<file path="config.mk">
export PLATFORM = sky130hd
export DESIGN_NAME = ps2_tx
export DESIGN_NICKNAME = d
export VERILOG_FILES = /design/src/rtl/ps2_tx.sv
export SDC_FILE = /design/constraint.sdc
export NUM_CORES = 1
export LEC_CHECK = 0
export CAP_MARGIN = 15
export CORE_MARGIN = 4
export CORE_UTILIZATION = 62
export CTS_BUF_LIST = sky130_fd_sc_hd__clkbuf_8
export DETAILED_ROUTE_END_ITERATION = 7
export HOLD_SLACK_MARGIN = 0.05
export PLACE_DENSITY = 0.88
export SYNTH_ARGS = -nofsm -noshare
export SYNTH_HDL_FRONTEND = slang
export SYNTH_SLANG_ARGS = --single-unit
</file>
<file path="constraint.sdc">
create_clock -name clk -period 4.2 [get_ports clk]
set_clock_uncertainty 0.1 [all_clocks]
set_input_delay 0.84 -clock clk [delete_from_list [all_inputs] [get_ports clk]]
set_output_delay 0.84 -clock clk [all_outputs]
set_load 0.05 [all_outputs]
</file>
<file path="src/rtl/ps2_tx.sv">
// PS/2 host-to-device transmitter: inhibits the bus, issues a request-to-send,
// shifts out one byte with odd parity on device clock edges and checks the ack.
module ps2_tx #(
    parameter int INHIBIT_CYCLES = 5000,
    parameter int TIMEOUT_CYCLES = 750000
) (
    input  logic       clk,
    input  logic       rst_n,
    input  logic       start,
    input  logic [7:0] tx_byte,
    input  logic       ps2_clk_in,
    input  logic       ps2_data_in,
    output logic       ps2_clk_oe,
    output logic       ps2_data_oe,
    output logic       busy,
    output logic       done,
    output logic       ack_err
);

    localparam int INH_W = $clog2(INHIBIT_CYCLES + 1);
    localparam int TO_W  = $clog2(TIMEOUT_CYCLES + 1);
    localparam logic [INH_W-1:0] INH_LAST = INH_W'(INHIBIT_CYCLES - 1);
    localparam logic [TO_W-1:0]  TO_LAST  = TO_W'(TIMEOUT_CYCLES - 1);

    typedef enum logic [2:0] {
        IDLE,
        INHIBIT,
        REQ,
        SEND,
        WAIT_ACK,
        WAIT_IDLE,
        FINISH
    } state_t;

    state_t            state_reg, state_next;
    logic              clk_meta_reg, clk_sync_reg, clk_prev_reg;
    logic              data_meta_reg, data_sync_reg;
    logic [7:0]        byte_reg, byte_next;
    logic              parity_reg, parity_next;
    logic [3:0]        bit_cnt_reg, bit_cnt_next;
    logic [INH_W-1:0]  inh_cnt_reg, inh_cnt_next;
    logic [TO_W-1:0]   to_cnt_reg, to_cnt_next;
    logic              bit_oe_reg, bit_oe_next;
    logic              error_reg, error_next;

    logic              fall;
    logic [9:0]        frame;

    assign fall  = clk_prev_reg & ~clk_sync_reg;
    // Bits shifted after the start bit: data LSB first, parity, then stop.
    assign frame = {1'b1, parity_reg, byte_reg};

    // Synchronizers idle high so leaving reset never fakes a falling edge.
    always_ff @(posedge clk) begin
        if (!rst_n) begin
            clk_meta_reg  <= 1'b1;
            clk_sync_reg  <= 1'b1;
            clk_prev_reg  <= 1'b1;
            data_meta_reg <= 1'b1;
            data_sync_reg <= 1'b1;
        end else begin
            clk_meta_reg  <= ps2_clk_in;
            clk_sync_reg  <= clk_meta_reg;
            clk_prev_reg  <= clk_sync_reg;
            data_meta_reg <= ps2_data_in;
            data_sync_reg <= data_meta_reg;
        end
    end

    always_ff @(posedge clk) begin
        if (!rst_n) begin
            state_reg   <= IDLE;
            byte_reg    <= '0;
            parity_reg  <= 1'b0;
            bit_cnt_reg <= '0;
            inh_cnt_reg <= '0;
            to_cnt_reg  <= '0;
            bit_oe_reg  <= 1'b0;
            error_reg   <= 1'b0;
        end else begin
            state_reg   <= state_next;
            byte_reg    <= byte_next;
            parity_reg  <= parity_next;
            bit_cnt_reg <= bit_cnt_next;
            inh_cnt_reg <= inh_cnt_next;
            to_cnt_reg  <= to_cnt_next;
            bit_oe_reg  <= bit_oe_next;
            error_reg   <= error_next;
        end
    end

    always_comb begin
        state_next   = state_reg;
        byte_next    = byte_reg;
        parity_next  = parity_reg;
        bit_cnt_next = bit_cnt_reg;
        inh_cnt_next = inh_cnt_reg;
        to_cnt_next  = to_cnt_reg;
        bit_oe_next  = bit_oe_reg;
        error_next   = error_reg;

        case (state_reg)
            IDLE: begin
                if (start) begin
                    byte_next    = tx_byte;
                    parity_next  = ~^tx_byte;
                    bit_cnt_next = '0;
                    inh_cnt_next = '0;
                    to_cnt_next  = '0;
                    bit_oe_next  = 1'b0;
                    error_next   = 1'b0;
                    state_next   = INHIBIT;
                end
            end
            INHIBIT: begin
                if (inh_cnt_reg == INH_LAST) begin
                    to_cnt_next = '0;
                    state_next  = REQ;
                end else begin
                    inh_cnt_next = inh_cnt_reg + INH_W'(1);
                end
            end
            REQ, SEND, WAIT_ACK: begin
                if (fall) begin
                    to_cnt_next = '0;
                    if (state_reg == REQ) begin
                        bit_oe_next  = ~frame[0];
                        bit_cnt_next = 4'd1;
                        state_next   = SEND;
                    end else if (state_reg == SEND) begin
                        if (bit_cnt_reg == 4'd9) begin
                            bit_oe_next = 1'b0;
                            state_next  = WAIT_ACK;
                        end else begin
                            bit_oe_next  = ~frame[bit_cnt_reg];
                            bit_cnt_next = bit_cnt_reg + 4'd1;
                        end
                    end else begin
                        // A released (high) data line at the ack edge is a missing ack.
                        error_next = data_sync_reg;
                        state_next = WAIT_IDLE;
                    end
                end else if (to_cnt_reg == TO_LAST) begin
                    error_next = 1'b1;
                    state_next = FINISH;
                end else begin
                    to_cnt_next = to_cnt_reg + TO_W'(1);
                end
            end
            WAIT_IDLE: begin
                if (clk_sync_reg && data_sync_reg) begin
                    state_next = FINISH;
                end
            end
            FINISH: begin
                state_next = IDLE;
            end
            default: begin
                state_next = IDLE;
            end
        endcase
    end

    // Line drivers are decoded from state so any exit (reset, timeout) releases them at once.
    assign ps2_clk_oe  = (state_reg == INHIBIT);
    assign ps2_data_oe = ((state_reg == INHIBIT) && (inh_cnt_reg == INH_LAST)) ||
                         (state_reg == REQ) ||
                         ((state_reg == SEND) && bit_oe_reg);
    assign busy        = (state_reg != IDLE) && (state_reg != FINISH);
    assign done        = (state_reg == FINISH);
    assign ack_err     = (state_reg == FINISH) && error_reg;

endmodule

</file>
==> metrics.md <==
| Metric | Value |
|---|---|
| Status | finished, final reports clean |
| Initial standard-cell utilization of the core | between 60% and 70% |
| Sequence of cells on the critical path | or3_4 > nor4_4 > o21ai_0 > nor2_1 > clkdlybuf4s50_1 |
| Netlist area before placement | 2940 um^2 |
| Smallest hold slack | about 0.32 ns |
| Via count of the first global-routing pass | between 2000 and 2500 |
| Violation count after the first detailed-routing iteration | roughly 150 |
| Area added between synthesis and finish | 9.88% |
| HPWL after DPL | 4.58 mm |
| WS Path Type | flop to output port |
| Sequential cell area fraction in the yosys report | a little under two fifths |
| Later-pin clock latency in the skew report | ~0.32 ns |
| Data required time at the worst endpoint | around 3.3 ns |
| # Max-Cap Violations | 0 |
| Number of top-level design ports | 18 |
| First drt pass iteration count | 5 |
| Largest area contributor in the netlist | dfxtp_1 |
| Final sum of negative setup slack | 0 ns |
| Critical Path Slowest Stage Cell | clkdlybuf4s50_1 |
| Final setup vio count | 0 |
| Worst vdd rail ir drop | 0.267 mV |
| Pins Over Slew Limit | 0 |
| Biggest cell delay along the critical path | 0.80 ns |
| Unrepaired setup endpoints after global routing | false |
| Share of final-layout standard cells stronger than drive strength 1 | between 6 and 7% |
| Most area-consuming cells after synthesis | dfxtp_1 (38%), nor2_1 (7.2%), xor2_1 (6.0%), nand2_1 (5.1%), a21oi_1 (3.6%) |
| Number of core rows | 24 |
| Via total after detailed routing | about 2500 |
| Maximum net fanout on the critical path | 6 |
| Tmin final | 3.49 ns |
| Flip-flop count of the largest register after layout | 20 |
| Resize count post-CTS | 0 |
| Worst min-delay path category | flop to flop |
| Category of the worst setup path launch point | flop |
| Synthesized net count | between 300 and 400 |
| DRT antenna net count | 0 |
| Antenna violations before repair | 0 |
| Static Leak | about 0.0011 uW |
| Overall global routing resource usage | 22.5% |
| DRC violations left | 0 |
| Relative slew slack | 53.6% |
| Number of synthesized flops with an enable pin | 0 |
| CTS Hold Bufs | 0 |
| Clock transition at the register clock pins on the worst setup and hold paths after CTS | 0.10 ns |
| Mean instance size in the synthesized netlist | between 8 and 9 um^2 |
| Hold violation count in the final report | 0 |
| Nets@finish | 386 |
| Maximum number of pins on one net before global-route repair | 23 |
| CTS tree | done |
| Die footprint | 5900 um^2 |
| Grt total ovfl | 0 |
| Inserted Clock Buffers | 5 |
| Buffers on Ports | 17 |
| Warning count from the yosys run | 0 |
| GP Congestion | 0.836 |
| Post-CTS repair timing setup buffer count | 0 |
| Die width | just under 80 um |
| Gate Count Post-Synth | approximately 360 |
| CTS Root Cell | clkbuf_8 |
| Most used flip-flop cell after synthesis | dfxtp_1 |
| Fmax achieved | about 290 MHz |
| Endpoint arrival time on the critical path | roughly 2.6 ns |
| Most used standard cells in the synthesized netlist | dfxtp_1 (56), nor2_1 (56), nand2_1 (40), a21oi_1 (21), o21ai_0 (21) |
| Measured slew at the worst slew-check pin | between 0.6 and 0.7 ns |
| Share of the synthesized area in the top cell type | between 30% and 40% |
| Type of destination of the critical path | output port |
| Core Box Area | 4470 um^2 |
| Fraction of registers with async set or reset after synthesis | 0% |
| Wire length per cell after detailed routing | ~15 um |
| Max H-tree Level | 2 |
| Flops & latches, synth | 56 |
| Routed vias/inst | about 5.9 |
| Cell area power density | roughly 440 nW/um^2 |
| Maximum buffer depth of the clock tree | 2 |
| Number of distinct library cell variants in the gate-level netlist after synthesis | 55 |
| Vertical extent of the die | approximately 77 um |
| Number of sinks on the clock net | 56 |
| Global-route wire length before repair | 11.0 mm |
| Crit share post-route | between 80% and 90% |
| Routed Wire Length | ~6.3 mm |
| Diode insertion count for antenna repair | 0 |
## kinds of logic after synthesis
logic type      Yosys count  synth area share (%)
compound gates           66                  13.9
fa+ha+maj                 4                  1.70
xor+xnor                 31                  9.24
simple gates            176                  31.0
buf+inv                  18                  2.81
mux                       7                  3.24
flops                    56                  38.2
## layout by cell type, fill, tap and decap left out, drive strengths merged, types with 5 or more instances in the layout
| master | count |
|---|---|
| a21oi | 21 |
| a31oi | 7 |
| and3 | 7 |
| clkbuf | 5 |
| clkdlybuf4s50 | 17 |
| dfxtp | 56 |
| mux2i | 5 |
| nand2 | 40 |
| nand2b | 12 |
| nand3 | 13 |
| nand4 | 6 |
| nor2 | 56 |
| nor2b | 8 |
| nor3 | 6 |
| o21ai | 23 |
| xnor2 | 11 |
| xor2 | 20 |
## critical path: cells and delay by family (launching register included)
family / cells / cell delay, ns
buffers and inverters: 1 / 0.80
flip-flops: 1 / 0.36
AO/OA/AOI/OAI: 1 / 0.14
AND/OR/NAND/NOR: 3 / 0.94
## final cells by class
type / count / area, um^2
multi-input combinational: 284 / 1730
fill: 331 / 1250
sequential: 56 / 1120
timing repair buffer: 19 / 185
clock buffer: 5 / 68.8
tap: 52 / 65.1
clock inverter: 3 / 42.5
inverter: 3 / 11.3
## through the flow
step | utilization (%) | setup WS (ns) | instance area, um^2 | std cells | power, uW
floorplan | - | 1.41 | 2940 | 358 | 974
global placement | 69.7 | 1.11 | 3120 | 414 | 1060
detailed placement | 69.7 | 1.07 | 3120 | 414 | 1080
CTS | 72.1 | 0.703 | 3230 | 422 | 1430
global route | 72.1 | 0.527 | 3230 | 422 | 1510
finish | 72.1 | 0.711 | 3230 | 422 | 1430
## where the power goes
group	leakage, uW	switching (uW)	internal, uW	total [uW]
Sequential	0.000454	40.1	569	609
Clock	0.0000541	181	177	357
Combinational	0.000619	294	168	462
Total	0.00113	515	914	1430
## per-layer routing
metal	routed length, um	GRT usage, %	vias to the layer above	share of wire [%]
li1	-	-	1260	-
met1	2770	29.4	1169	44
met2	3090	37.2	60	49
met3	330	3.75	10	5.3
met4	85	8.70	0	1.4
met5	0	0	-	0
## path summary, 6_finish.rpt
path	start	endpoint	slack [ns]	depth (start not counted)
min reg2reg	data_meta_reg	data_sync_reg	0.32	1
max	inh_cnt_reg[4]	ps2_data_oe	0.71	5
min	data_meta_reg	data_sync_reg	0.32	1
max reg2reg	state_reg[1]	to_cnt_reg[16]	1.36	6
Note: power is estimated with default switching activity, not from simulation.
